==> src/rtl/pipe_hazard_ctrl_if.sv <==
// ID-stage control bundle: instruction fields into the hazard unit,
// decode/forward/stall controls back out to the datapath.
interface pipe_hazard_ctrl_if #(
  parameter int unsigned REG_AW = 5,
  parameter int unsigned CNT_W  = 16
);
  logic [5:0]        op;
  logic [5:0]        func;
  logic [REG_AW-1:0] rs;
  logic [REG_AW-1:0] rt;
  logic [REG_AW-1:0] rd;
  logic              wreg;
  logic              m2reg;
  logic              wmem;
  logic [3:0]        aluc;
  logic              aluimm;
  logic              regrt;
  logic [1:0]        fwda;
  logic [1:0]        fwdb;
  logic              wpcir;
  logic              illegal;
  logic [CNT_W-1:0]  stall_cnt;

  modport master (
    output op, func, rs, rt, rd,
    input  wreg, m2reg, wmem, aluc, aluimm, regrt,
           fwda, fwdb, wpcir, illegal, stall_cnt
  );

  modport slave (
    input  op, func, rs, rt, rd,
    output wreg, m2reg, wmem, aluc, aluimm, regrt,
           fwda, fwdb, wpcir, illegal, stall_cnt
  );
endinterface

==> src/rtl/pipe_hazard_ctrl.sv <==
// ID-stage decoder, forwarding select and load-use stall unit.
// Define PIPE_HAZARD_FWD_EN for forwarding; otherwise dependents stall until WB.
module pipe_hazard_ctrl #(
  parameter int unsigned REG_AW = 5,
  parameter int unsigned CNT_W  = 16
) (
  input logic               clk,
  input logic               clrn,
  pipe_hazard_ctrl_if.slave id
);

  localparam logic [5:0] OP_RTYPE = 6'b000000;
  localparam logic [5:0] OP_LW    = 6'b100011;
  localparam logic [5:0] OP_SW    = 6'b101011;
  localparam logic [5:0] OP_ADDI  = 6'b001000;

  logic              dec_wreg, dec_m2reg, dec_wmem, dec_aluimm, dec_regrt, dec_illegal;
  logic [3:0]        dec_aluc;
  logic              use_rs, use_rt;
  logic [REG_AW-1:0] idest;
  logic              stall;
  logic              wreg_g, wmem_g, m2reg_g;

  logic              ewreg_q, ewreg_d;
  logic [REG_AW-1:0] edest_q, edest_d;
  logic              mwreg_q, mwreg_d;
  logic [REG_AW-1:0] mdest_q, mdest_d;
  logic [CNT_W-1:0]  cnt_q, cnt_d;

  always_comb begin
    dec_wreg    = 1'b0;
    dec_m2reg   = 1'b0;
    dec_wmem    = 1'b0;
    dec_aluc    = 4'b0000;
    dec_aluimm  = 1'b0;
    dec_regrt   = 1'b0;
    dec_illegal = 1'b0;
    unique case (id.op)
      OP_RTYPE: begin
        dec_wreg = 1'b1;
        unique case (id.func)
          6'b100000: dec_aluc = 4'b0010;
          6'b100010: dec_aluc = 4'b0110;
          6'b100100: dec_aluc = 4'b0000;
          6'b100101: dec_aluc = 4'b0001;
          6'b100110: dec_aluc = 4'b1001;
          6'b101010: dec_aluc = 4'b0111;
          default: begin
            dec_wreg    = 1'b0;
            dec_illegal = 1'b1;
          end
        endcase
      end
      OP_LW: begin
        dec_wreg   = 1'b1;
        dec_m2reg  = 1'b1;
        dec_aluc   = 4'b0010;
        dec_aluimm = 1'b1;
        dec_regrt  = 1'b1;
      end
      OP_SW: begin
        dec_wmem   = 1'b1;
        dec_aluc   = 4'b0010;
        dec_aluimm = 1'b1;
        dec_regrt  = 1'b1;
      end
      OP_ADDI: begin
        dec_wreg   = 1'b1;
        dec_aluc   = 4'b0010;
        dec_aluimm = 1'b1;
        dec_regrt  = 1'b1;
      end
      default: dec_illegal = 1'b1;
    endcase
  end

  assign use_rs = !dec_illegal;
  assign use_rt = !dec_illegal && ((id.op == OP_RTYPE) || (id.op == OP_SW));
  assign idest  = dec_regrt ? id.rt : id.rd;

  // A producer hits a source only if it writes, is not r0, and the source is read.
  function automatic logic hits(input logic wr, input logic [REG_AW-1:0] dst,
                                input logic ua, input logic [REG_AW-1:0] sa,
                                input logic ub, input logic [REG_AW-1:0] sb);
    return wr && (dst != '0) && ((ua && dst == sa) || (ub && dst == sb));
  endfunction

`ifdef PIPE_HAZARD_FWD_EN
  logic em2reg_q, em2reg_d;
  logic mm2reg_q, mm2reg_d;

  // EX is checked first so the newest producer wins; loads in EX are never forwarded.
  function automatic logic [1:0] fwd_sel(input logic used, input logic [REG_AW-1:0] s,
                                         input logic ew, input logic em, input logic [REG_AW-1:0] ed,
                                         input logic mw, input logic mm, input logic [REG_AW-1:0] md);
    logic [1:0] sel;
    sel = 2'b00;
    if (used && s != '0) begin
      if (ew && ed == s && !em)  sel = 2'b01;
      else if (mw && md == s)    sel = mm ? 2'b11 : 2'b10;
    end
    return sel;
  endfunction

  assign stall = em2reg_q && hits(ewreg_q, edest_q, use_rs, id.rs, use_rt, id.rt);

  always_comb begin
    id.fwda = 2'b00;
    id.fwdb = 2'b00;
    if (!stall) begin
      id.fwda = fwd_sel(use_rs, id.rs, ewreg_q, em2reg_q, edest_q, mwreg_q, mm2reg_q, mdest_q);
      id.fwdb = fwd_sel(use_rt, id.rt, ewreg_q, em2reg_q, edest_q, mwreg_q, mm2reg_q, mdest_q);
    end
  end

  assign em2reg_d = m2reg_g;
  assign mm2reg_d = em2reg_q;

  always_ff @(posedge clk or negedge clrn) begin
    if (!clrn) begin
      em2reg_q <= 1'b0;
      mm2reg_q <= 1'b0;
    end else begin
      em2reg_q <= em2reg_d;
      mm2reg_q <= mm2reg_d;
    end
  end
`else
  assign stall = hits(ewreg_q, edest_q, use_rs, id.rs, use_rt, id.rt) ||
                 hits(mwreg_q, mdest_q, use_rs, id.rs, use_rt, id.rt);
  assign id.fwda = 2'b00;
  assign id.fwdb = 2'b00;
`endif

  assign wreg_g  = dec_wreg  && !stall;
  assign wmem_g  = dec_wmem  && !stall;
  assign m2reg_g = dec_m2reg && !stall;

  assign ewreg_d = wreg_g;
  assign edest_d = idest;
  assign mwreg_d = ewreg_q;
  assign mdest_d = edest_q;
  assign cnt_d   = (stall && cnt_q != '1) ? cnt_q + 1'b1 : cnt_q;

  always_ff @(posedge clk or negedge clrn) begin
    if (!clrn) begin
      ewreg_q <= 1'b0;
      edest_q <= '0;
      mwreg_q <= 1'b0;
      mdest_q <= '0;
      cnt_q   <= '0;
    end else begin
      ewreg_q <= ewreg_d;
      edest_q <= edest_d;
      mwreg_q <= mwreg_d;
      mdest_q <= mdest_d;
      cnt_q   <= cnt_d;
    end
  end

  assign id.wreg      = wreg_g;
  assign id.wmem      = wmem_g;
  assign id.m2reg     = dec_m2reg;
  assign id.aluc      = dec_aluc;
  assign id.aluimm    = dec_aluimm;
  assign id.regrt     = dec_regrt;
  assign id.illegal   = dec_illegal;
  assign id.wpcir     = !stall;
  assign id.stall_cnt = cnt_q;

endmodule

==> src/flat_wrapper.sv <==
// flat-port wrapper written by rule: the top's interface ports become plain ports
module pipe_hazard_ctrl_flat 
#(
  parameter int unsigned REG_AW = 5,
  parameter int unsigned CNT_W  = 16
)
  (clk, clrn, id_op, id_func, id_rs, id_rt, id_rd, id_wreg, id_m2reg, id_wmem, id_aluc, id_aluimm, id_regrt, id_fwda, id_fwdb, id_wpcir, id_illegal, id_stall_cnt);
  pipe_hazard_ctrl_if #(.REG_AW(REG_AW), .CNT_W(CNT_W)) id_i ();
  input logic clk;
  input logic clrn;
  input wire logic [$bits(id_i.op)-1:0] id_op;
  input wire logic [$bits(id_i.func)-1:0] id_func;
  input wire logic [$bits(id_i.rs)-1:0] id_rs;
  input wire logic [$bits(id_i.rt)-1:0] id_rt;
  input wire logic [$bits(id_i.rd)-1:0] id_rd;
  output wire logic [$bits(id_i.wreg)-1:0] id_wreg;
  output wire logic [$bits(id_i.m2reg)-1:0] id_m2reg;
  output wire logic [$bits(id_i.wmem)-1:0] id_wmem;
  output wire logic [$bits(id_i.aluc)-1:0] id_aluc;
  output wire logic [$bits(id_i.aluimm)-1:0] id_aluimm;
  output wire logic [$bits(id_i.regrt)-1:0] id_regrt;
  output wire logic [$bits(id_i.fwda)-1:0] id_fwda;
  output wire logic [$bits(id_i.fwdb)-1:0] id_fwdb;
  output wire logic [$bits(id_i.wpcir)-1:0] id_wpcir;
  output wire logic [$bits(id_i.illegal)-1:0] id_illegal;
  output wire logic [$bits(id_i.stall_cnt)-1:0] id_stall_cnt;
  assign id_i.op = id_op;
  assign id_i.func = id_func;
  assign id_i.rs = id_rs;
  assign id_i.rt = id_rt;
  assign id_i.rd = id_rd;
  assign id_wreg = id_i.wreg;
  assign id_m2reg = id_i.m2reg;
  assign id_wmem = id_i.wmem;
  assign id_aluc = id_i.aluc;
  assign id_aluimm = id_i.aluimm;
  assign id_regrt = id_i.regrt;
  assign id_fwda = id_i.fwda;
  assign id_fwdb = id_i.fwdb;
  assign id_wpcir = id_i.wpcir;
  assign id_illegal = id_i.illegal;
  assign id_stall_cnt = id_i.stall_cnt;
  pipe_hazard_ctrl #(.REG_AW(REG_AW), .CNT_W(CNT_W)) u_core (.clk(clk), .clrn(clrn), .id(id_i));
endmodule
==> config.mk <==
export PLATFORM = sky130hd
export DESIGN_NAME = pipe_hazard_ctrl_flat
export DESIGN_NICKNAME = d
export VERILOG_FILES = /design/src/rtl/pipe_hazard_ctrl_if.sv /design/src/rtl/pipe_hazard_ctrl.sv /design/src/flat_wrapper.sv
export SDC_FILE = /design/constraint.sdc
export NUM_CORES = 1
export LEC_CHECK = 0
export CAP_MARGIN = 20
export CELL_PAD_IN_SITES_DETAIL_PLACEMENT = 0
export CELL_PAD_IN_SITES_GLOBAL_PLACEMENT = 1
export CORE_MARGIN = 4
export CORE_UTILIZATION = 35
export DETAILED_ROUTE_END_ITERATION = 10
export PLACE_DENSITY_LB_ADDON = 0.3
export SETUP_SLACK_MARGIN = 0.05
export SYNTH_ARGS = -nofsm -noshare
export SYNTH_HDL_FRONTEND = slang
export SYNTH_SLANG_ARGS = --single-unit
==> constraint.sdc <==
create_clock -name clk -period 4.65 [get_ports clk]
set_clock_uncertainty 0.15 [all_clocks]
set_input_delay 0.6975 -clock clk [delete_from_list [all_inputs] [get_ports clk]]
set_output_delay 0.6975 -clock clk [all_outputs]
set_load 0.02 [all_outputs]
-- Word level (Yosys, flattened, before mapping)
Cells that the tools add are included.
- register bits after elaboration: 28
- bits of input ports: 29
- output and inout bits: 31
- word-level logic and storage cells: 54
- $add $sub $neg: 1
- equal/unequal tests: 14
- mux-type cells: 10
- reductions and logical operators: 24
- operator list (operator ; count):
    6-bit equality test (second input constant) ; 8
    5-bit equality test ; 4
    4-bit case mux with 5 select lines ; 1
    16-bit by 1-bit adder with 16-bit output (second input constant) ; 1
    16-bit != test (second input constant) ; 1
    1-bit logical AND ; 12
    5-bit nonzero test ; 2
    4-bit case mux with 2 select lines ; 1
    6-bit by 4-bit equality test with 1-bit output (second input constant) ; 1
    6-bit zero test ; 1
    6-bit OR reduction ; 1
    1-bit 2-to-1 mux ; 5
    5-bit 2-to-1 mux ; 1
    1-bit logical OR ; 4
    1-bit case mux with 2 select lines ; 2
    3-bit OR reduction ; 1
    1-bit zero test ; 2
    2-bit OR reduction ; 1

-- Longest topological paths before layout
- depth in word-level cells: 12
- gate-level depth with buffers: 10

-- Least setup slack after synthesis
OpenSTA, ideal clock, no wires.
- path kind: input to output
- from: input port id_op[2]
- to: output port id_wmem
- arrival time: 2.458 ns
- data required time: 3.803 ns
- setup slack: 1.345 ns
- cell stages on the path: 8
- buffers on the path: 2
- cell sequence: or2_2 buf_2 a21o_1 clkbuf_1 nand2_1 inv_1 nor2_1 nor4b_1
- word-level cells in the longest chain between the ends: 11
- elaborated cells between the ends (all ways): 21
- ends and longest elaborated chain (element ; RTL line ; text):
    start, declared ; flat_wrapper.sv:11 ; input wire logic [$bits(id_i.op)-1:0] id_op;
    6-bit equality test / 6-bit by 4-bit equality test with 1-bit output (equally long branches) ; pipe_hazard_ctrl.sv:38 ; unique case (id.op)
    3-bit OR reduction (no line) ; n/a ;
    1-bit case mux with 2 select lines (*) ; pipe_hazard_ctrl.sv:38 ;
    via id_illegal ; flat_wrapper.sv:25 ; output wire logic [$bits(id_i.illegal)-1:0] id_illegal;
    1-bit zero test (*) ; pipe_hazard_ctrl.sv:77, pipe_hazard_ctrl.sv:78 ;
    1-bit logical AND ; pipe_hazard_ctrl.sv:78 ; assign use_rt = !dec_illegal && ((id.op == OP_RTYPE) || (id.op == OP_SW));
    1-bit logical AND ; pipe_hazard_ctrl.sv:85 ; return wr && (dst != '0) && ((ua && dst == sa) || (ub && dst == sb));
    1-bit logical OR ; pipe_hazard_ctrl.sv:85 ;
    1-bit logical AND ; pipe_hazard_ctrl.sv:85 ;
    1-bit logical OR (*) ; pipe_hazard_ctrl.sv:129 ; assign stall = hits(ewreg_q, edest_q, use_rs, id.rs, use_rt, id.rt) ||
    1-bit zero test (*) ; pipe_hazard_ctrl.sv:136 ; assign wmem_g = dec_wmem && !stall;
    1-bit logical AND (*) ; pipe_hazard_ctrl.sv:136 ;
    end, declared ; flat_wrapper.sv:18 ; output wire logic [$bits(id_i.wmem)-1:0] id_wmem;
Mark *: on every way through the listed nets, which the timed path passes. The rest lies on a longest branch.

-- Final worst setup path
- from: input port id_op[3]
- to: output port id_wreg
- word-level cells in the longest chain between the ends: 11
- elaborated cells between the ends (all ways): 22
- ends and longest elaborated chain (element ; RTL line ; text):
    6-bit equality test (tied with other cells) ; pipe_hazard_ctrl.sv:38 ;
    3-bit OR reduction (no line) ; n/a ;
    1-bit case mux with 2 select lines ; pipe_hazard_ctrl.sv:38 ;
    1-bit zero test ; pipe_hazard_ctrl.sv:77, pipe_hazard_ctrl.sv:78 ;
    1-bit logical AND ; pipe_hazard_ctrl.sv:78 ;
    1-bit logical AND ; pipe_hazard_ctrl.sv:85 ;
    1-bit logical OR ; pipe_hazard_ctrl.sv:85 ;
    1-bit logical AND ; pipe_hazard_ctrl.sv:85 ;
    1-bit logical OR ; pipe_hazard_ctrl.sv:129 ;
    1-bit zero test ; pipe_hazard_ctrl.sv:135 ; assign wreg_g = dec_wreg && !stall;
    1-bit logical AND (*) ; pipe_hazard_ctrl.sv:135 ;
    end, declared ; flat_wrapper.sv:16 ; output wire logic [$bits(id_i.wreg)-1:0] id_wreg;
Every way passes the cells marked *; elsewhere a longest branch is shown, timed or not.

==> flow_summary.yaml <==
outcome:
  status: "finished clean"
sta:
  slew_headroom_pct: 58.3
  hold_viol: 0
  fin_tns_setup_ns: 0
  layout_setup_ws_ns: 0.696
  slew_violations: 0
  whs_ns: 0.242
  rsz0062_at_grt: "false"
  setup_viol: 0
  worstMarginPinSlew_ns: 0.623
  min_period_ns: 3.95
  timing.final.crit_share_pct: 85.0
  max_freq_mhz: 253
detailed_routing:
  drc: 0
  drt_iter0_markers: 54
  ant_nets: 0
  vias: 1327
  vias_per_cell: 4.86
  totalWireLength_mm: 3.75
  detail_route.first_pass.iterations: 4
  wl_per_cell_um: 13.7
cells_and_area:
  fin_util_pct: 51.0
  final_nets: 252
  design_area_sq_um: 2280
  syn_to_final_growth_pct: 37.9
  drive_above_1_share_pct: 11.3
  fillers: 435
  num_antenna_cells: 0
  layoutNonFillerInstCount: 273
placement:
  dp_hpwl_mm: 2.85
  place_congestion: 0.720
  dpl.cell_count: 269
  place_ws_ns: 0.678
  place_area_sq_um: 2230
  io_buffers: 55
floorplanning:
  row_count: 24
  ios: 60
  die_w_um: 76.7
  floorplan.die_area_sq_um: 5890
  die_y_um: 76.7
  core-area_sq_um: 4470
  start_util_pct: 37.0
logic_synthesis:
  synth_cell_types: 36
  seq_area_frac_synth_pct: 42.4
  avgSynthCellArea_sq_um: 9.90
  synthTopCellsByArea: "dfrtp_1, xor2_1, xnor2_1"
  synth_top_area_cell: "dfrtp_1"
  syn_inst: 167
  post-synth-top-area-fraction_pct: 42.4
  async_flop_share_pct: 100
  ys_warn_count: 0
  synth_area_sq_um: 1650
  ys_seq_elements: 28
  synth-edff-count: 0
  synth_ff_type: "dfrtp_1"
  synth_most_common_cell: "dfrtp_1"
  synthTopCellsByCount: "dfrtp_1, xor2_1, nand2_1"
power_and_ir_drop:
  p_seq_share_pct: 53.8
  p_sw_mw: 0.112
  p_total_mw: 0.477
  p_sw_share_pct: 23.4
  power-per-cell-area_nw_per_um2: 209
  internal_power_mw: 0.365
  pwr-share-clk_pct: 31.2
  pwr-share-comb_pct: 15.1
  ir_drop_mv: 0.147
  p_leak_nw: 0.954
setup_path:
  critPathRequiredTime_ns: 3.80
  worst_setup_path_end_kind: "output port"
  crit_arrival_ns: 3.11
  crit_fanout: 7
  start_kind: "primary input"
  critPathKind: "in2out"
global_routing:
  grt_pass1_vias: 1327
  grt_max_degree: 29
  grt_first_pass_wirelength_mm: 6.55
  grt_use_total_pct: 13.3
  grt_overflow: 0
  antenna_found_initial: 0
clock_network:
  root_buffer: "clkbuf_8"
  clk_latency_ns: 0.27
  cts_tree: "done"
  cts_resized: 0
  cts_buffers: 3
  path_clk_slew_ns: 0.10
  postCtsHoldBufs: 0
  cts_setup_buffers: 0
  cts_buffer_depth: 2
  h-tree-depth: 1
  cts_sinks: 28
min_path:
  hp-class: "reg2reg"
flow_run:
  drv_cap: 0
==> power groups by stage <==
stage | clock (mW) | combinational, mW | sequential [mW]
finish | 0.149 | 0.0719 | 0.256
global route | 0.168 | 0.0792 | 0.258
CTS | 0.156 | 0.0731 | 0.257
detailed placement | 0 | 0.0726 | 0.261
global placement | 0 | 0.0730 | 0.261
floorplan | 0 | 0.0343 | 0.260
==> cells by family after synthesis <==
logic type               after synthesis  synth area share [%]
buffers and inverters                 13                  4.69
adder cells (fa/ha/maj)                1                 0.756
other                                  1                 0.227
flip-flops                            28                  42.4
XOR/XNOR                              35                  18.5
AO/OA/AOI/OAI                         14                  6.43
AND/OR/NAND/NOR                       69                  22.9
multiplexers                           6                  4.08
==> layout by cell type (no fill, tap or decap), drive strengths merged, types with 3 or more instances in the layout <==
cell type      synthesis  layout
nand3                  6       6
nand4                  4       4
o21ai                  3       3
nor2                  13      13
clkbuf                 1       4
nand2                 13      13
a21oi                  7       7
nand2b                 6       6
inv                    4       4
clkdlybuf4s50          0      55
nor3                  14      14
or4                    3       3
xnor2                 10      10
xor2                  25      25
dfrtp                 28      28
conb                   1       4
and3                   3       3
mux2                   6       6
==> sequential cells by signal (all words and copies together), names as in the netlist <==
register / cells
u_core.mdest_q: 5
u_core.edest_q: 5
u_core.id.stall_cnt: 16
u_core.ewreg_q: 1
u_core.mwreg_q: 1
==> worst max-delay path, cell delays in order <==
cell	delay (ns)
clkdlybuf4s50_1	0.51
or4_4	0.52
a21oi_2	0.17
nand4_1	0.11
a21oi_2	0.22
nor2_1	0.07
nor2_1	0.17
a21oi_1	0.08
clkdlybuf4s50_1	0.56
==> cell type report <==
type                       instances  area, sq um  share of cell area (%)
clock buffer                       4         55.1                    2.41
inverter                           4         15.0                   0.658
sequential                        28          701                    30.7
multi-input combinational        129          887                    38.9
tap                               52         65.1                    2.85
timing repair buffer              56          558                    24.5
==> metal layers <==
metal  GRT usage (%)  vias to the layer above  share of wire (%)
li1                -                      660                  -
met1            18.0                      638                 47
met2            21.7                       27                 48
met3            3.63                        2                4.8
met4            1.63                        0               0.21
met5               0                        -                  0
==> path summary, 6_finish.rpt <==
path                                                 to  depth (start not counted)  slack (ns)         startpoint
worst max-delay path                            id_wreg                          9        0.70           id_op[3]
worst min-delay path                     u_core.mwreg_q                          0        0.24     u_core.ewreg_q
worst max register to register   u_core.id.stall_cnt[1]                          5        2.14  u_core.edest_q[3]
worst min register to register           u_core.mwreg_q                          0        0.24     u_core.ewreg_q
max in group asynchronous       u_core.id.stall_cnt[15]                          2        3.43               clrn
min in group asynchronous             u_core.mdest_q[4]                          2        0.64               clrn
No activity file was read; power rests on OpenSTA's default activity.
==> RTL edit 1 (same flow settings) <==
`REG_AW` is set to 5 in 3 places; all go to 4.
--- a/src/rtl/pipe_hazard_ctrl_if.sv
+++ b/src/rtl/pipe_hazard_ctrl_if.sv
@@ -1,7 +1,7 @@
 // ID-stage control bundle: instruction fields into the hazard unit,
 // decode/forward/stall controls back out to the datapath.
 interface pipe_hazard_ctrl_if #(
-  parameter int unsigned REG_AW = 5,
+  parameter int unsigned REG_AW = 4,
   parameter int unsigned CNT_W  = 16
 );
   logic [5:0]        op;
--- a/src/rtl/pipe_hazard_ctrl.sv
+++ b/src/rtl/pipe_hazard_ctrl.sv
@@ -1,7 +1,7 @@
 // ID-stage decoder, forwarding select and load-use stall unit.
 // Define PIPE_HAZARD_FWD_EN for forwarding; otherwise dependents stall until WB.
 module pipe_hazard_ctrl #(
-  parameter int unsigned REG_AW = 5,
+  parameter int unsigned REG_AW = 4,
   parameter int unsigned CNT_W  = 16
 ) (
   input logic               clk,
--- a/src/flat_wrapper.sv
+++ b/src/flat_wrapper.sv
@@ -1,7 +1,7 @@
 // flat-port wrapper written by rule: the top's interface ports become plain ports
 module pipe_hazard_ctrl_flat 
 #(
-  parameter int unsigned REG_AW = 5,
+  parameter int unsigned REG_AW = 4,
   parameter int unsigned CNT_W  = 16
 )
   (clk, clrn, id_op, id_func, id_rs, id_rt, id_rd, id_wreg, id_m2reg, id_wmem, id_aluc, id_aluimm, id_regrt, id_fwda, id_fwdb, id_wpcir, id_illegal, id_stall_cnt);
Ports: changed (resized id_rd, id_rs and id_rt); port bits go from 60 to 57. The function was not compared with the original's and may differ.
==> RTL edit 1 against the unedited design <==
- area after synthesis decreased by 2.9%
- die area decreased by 2.6%
- routed wire length rose by 6.3%
- worst setup slack worse by 0.12 ns
- power is 3.3% higher
- cell area fell by 2.9%
- critical path depth shrank 1
- largest cell class unchanged
- via count is 0.83% higher
- hold slack improved by 0.010 ns
- register-to-register slack worse by 0.08 ns
- sequential cell count decreased by 2
==> RTL edit 1: results <==
[routing]
routed_wl_um = 3990
drtIter0Drc = 21
dr.pass1.iters = 4
via_per_inst = 5.09

[critical_path]
worstPathArrival_ns = 3.23
crit_path_max_fanout = 17

[global_route]
antenna_found_initial = 0
grt_max_degree = 27
first_global_vias = 1433
grt_usage_pct = 14.3
grt_pass1_wl_um = 6520

[placed_design]
place_congestion = 0.879
dp_hpwl_um = 3130
place_ws_ns = 0.550
io_buffers = 52

[synthesis]
synthTopCellsByCount = dfrtp_1 (26), nand2_1 (20), xnor2_1 (17)
synthArstFlopShare_pct = 100
synth.distinct_cells = 40
synth_area_leaders = dfrtp_1 (40%), xnor2_1 (9.3%), xor2_1 (7.1%), nand2_1 (4.7%), nor4_2 (3.1%)
yosys_warnings = 0
ys_seq_area_share_pct = 40.5

[power]
p_leak_nw = 0.940
max-vdd-ir-drop_mv = 0.222

[sta]
fmax_mhz = 245
relSlewSlack_pct = 45.2

[clocking]
htree_levels = 1
clock_path_buffers = 2
cts_buffers = 3
cts_setup_buffers = 0
clkTransAtPathRegs_ns = 0.09
root_buffer = clkbuf_8
clock_latency_ns = 0.26
cts_repair_resize_count = 0

[cells_and_area]
fin_nets = 239
drive_gt1_share_pct = 9.00
antennaDiodeCount = 0

[min_path]
hold_class = flip-flop to flip-flop

[status]
status = finished clean
[RTL edit 1: kinds of logic (layout without fill, tap and decap cells)]
| family | after synthesis | in the layout | share of synthesized area, % |
|---|---|---|---|
| other cells | 1 | 4 | 0.233 |
| mux | 1 | 1 | 0.701 |
| buf+inv | 9 | 58 | 4.44 |
| simple gates | 75 | 75 | 28.9 |
| xor+xnor | 30 | 30 | 16.4 |
| compound gates | 16 | 16 | 8.10 |
| fa+ha+maj | 1 | 1 | 0.779 |
| flops | 26 | 26 | 40.5 |
[RTL edit 1: power breakdown]
| part | switching, mW | internal (mW) |
|---|---|---|
| clock network | 0.0682 | 0.115 |
| logic | 0.0331 | 0.0385 |
| registers | 0.00712 | 0.231 |
| total | 0.108 | 0.385 |
[RTL edit 1: final cells by class]
cell class	instances	area, µm²
Clock buffer	3	41.3
Clock inverter	1	30.0
Fill cell	408	2170
Inverter	1	3.75
Multi-Input combinational cell	127	896
Sequential cell	26	651
Tap cell	52	65.1
Timing Repair Buffer	53	528
[RTL edit 1: worst max-delay path, cell delays in order]
cell	delay [ns]
clkdlybuf4s50_1	0.54
xnor2_1	0.11
nand4_1	0.11
o22ai_1	0.09
a21oi_2	0.68
or2_2	0.25
and3_1	0.15
clkdlybuf4s50_1	0.60
[RTL edit 1: final timing paths]
| path | from | endpoint | slack (ns) | depth (start not counted) |
|---|---|---|---|---|
| setup / recovery | id_rt[3] | id_wmem | 0.57 | 8 |
| hold / removal | u_core.ewreg_q | u_core.mwreg_q | 0.25 | 0 |
| setup reg to reg | u_core.edest_q[1] | u_core.id.stall_cnt[1] | 2.06 | 5 |
| hold reg to reg | u_core.ewreg_q | u_core.mwreg_q | 0.25 | 0 |
| max in group asynchronous | clrn | u_core.id.stall_cnt[15] | 3.46 | 2 |
| min in group asynchronous | clrn | u_core.id.stall_cnt[7] | 0.64 | 2 |
[RTL edit 1: layer usage]
| metal | global-route usage [%] | part of all wire (%) |
|---|---|---|
| met1 | 18.1 | 43 |
| met2 | 24.0 | 51 |
| met3 | 3.83 | 5.6 |
| met4 | 4.08 | 0.35 |
| met5 | 0 | 0 |
[RTL edit 1: metrics by stage]
stage,instances,area [µm²]
global route,263,2210
floorplan,162,1620
global placement,259,2140
finish,263,2210
CTS,263,2210
detailed placement,259,2140
==> RTL edit 2 (same settings) <==
Without the edit above. The option `PIPE_HAZARD_FWD_EN` is turned on by a define.
--- a/src/rtl/pipe_hazard_ctrl.sv
+++ b/src/rtl/pipe_hazard_ctrl.sv
@@ -1,5 +1,7 @@
 // ID-stage decoder, forwarding select and load-use stall unit.
 // Define PIPE_HAZARD_FWD_EN for forwarding; otherwise dependents stall until WB.
+`define PIPE_HAZARD_FWD_EN
+
 module pipe_hazard_ctrl #(
   parameter int unsigned REG_AW = 5,
   parameter int unsigned CNT_W  = 16
Function: changed (Yosys sat finds a counterexample within 4 cycles, from zero or initial values).
==> RTL edit 2 against the unedited design <==
- worst setup slack lost 0.010 ns
- cell area is 12% higher
- sequential cell count rose by 2
- utilization is 1.9 points higher
- power up 17%
- area after synthesis up 8.9%
- routed wire length up 15%
- synthesized cell count increased by 4.2%
- highest routed layer unchanged
==> RTL edit 2: results <==
[sta]
tightest_slew_ns = 0.392

[critical_path]
endpoint = id_fwda[1]
crit_path_max_fanout = 5
worstPathArrival_ns = 3.12
r2r_cells = 6
regToRegEndpoint = u_core.id.stall_cnt[15]

[routing]
via_per_inst = 5.02
drtIter0Drc = 105

[placed_design]
io_buffers = 59
place_ws_ns = 0.659
placed_area_um2 = 2470
placed_cells = 299

[global_route]
grt_usage_pct = 14.4
first_global_vias = 1548
met3_usage_pct = 5.30

[synthesis]
synth_area_leaders = dfrtp_1 (42%), xnor2_1 (8.8%), xor2_1 (7.3%), and3_1 (4.5%), nand4_1 (3.8%)
synthXorXnorAreaFrac_pct = 16.1
ys_seq_area_share_pct = 41.7

[clocking]
htree_levels = 2
clkTransAtPathRegs_ns = 0.06

[power]
p_leak_nw = 1.04
max-vdd-ir-drop_mv = 0.0857

[status]
status = finished clean

[cells_and_area]
fin_nets = 269
drive_gt1_share_pct = 10.0
-- RTL edit 2: cell count changes after synthesis, moves of 4 or more --
cell / delta
and3_1: +10
nand2_1: -6
nand3_1: +4
nand4_1: +7
nor2_2: -6
nor3_1: -6
xnor2_1: +8
xor2_1: -10
-- RTL edit 2: metal layers --
layer | up-vias | wire length [µm]
met3 | 2 | 328
met2 | 47 | 1820
met5 | - | 0
met1 | 727 | 2120
met4 | 0 | 36
li1 | 766 | -
-- RTL edit 2: report_power, final --
part | internal [mW] | switching [mW]
logic | 0.0405 | 0.0341
registers | 0.267 | 0.00660
clock network | 0.119 | 0.0887
total | 0.427 | 0.129
-- RTL edit 2: layout make-up --
cell class	instances	area, µm²
Tap cell	67	83.8
Timing Repair Buffer	63	621
Multi-Input combinational cell	137	1010
Inverter	2	7.51
Sequential cell	30	751
Clock inverter	1	5.00
Clock buffer	7	86.3
Fill cell	453	2280
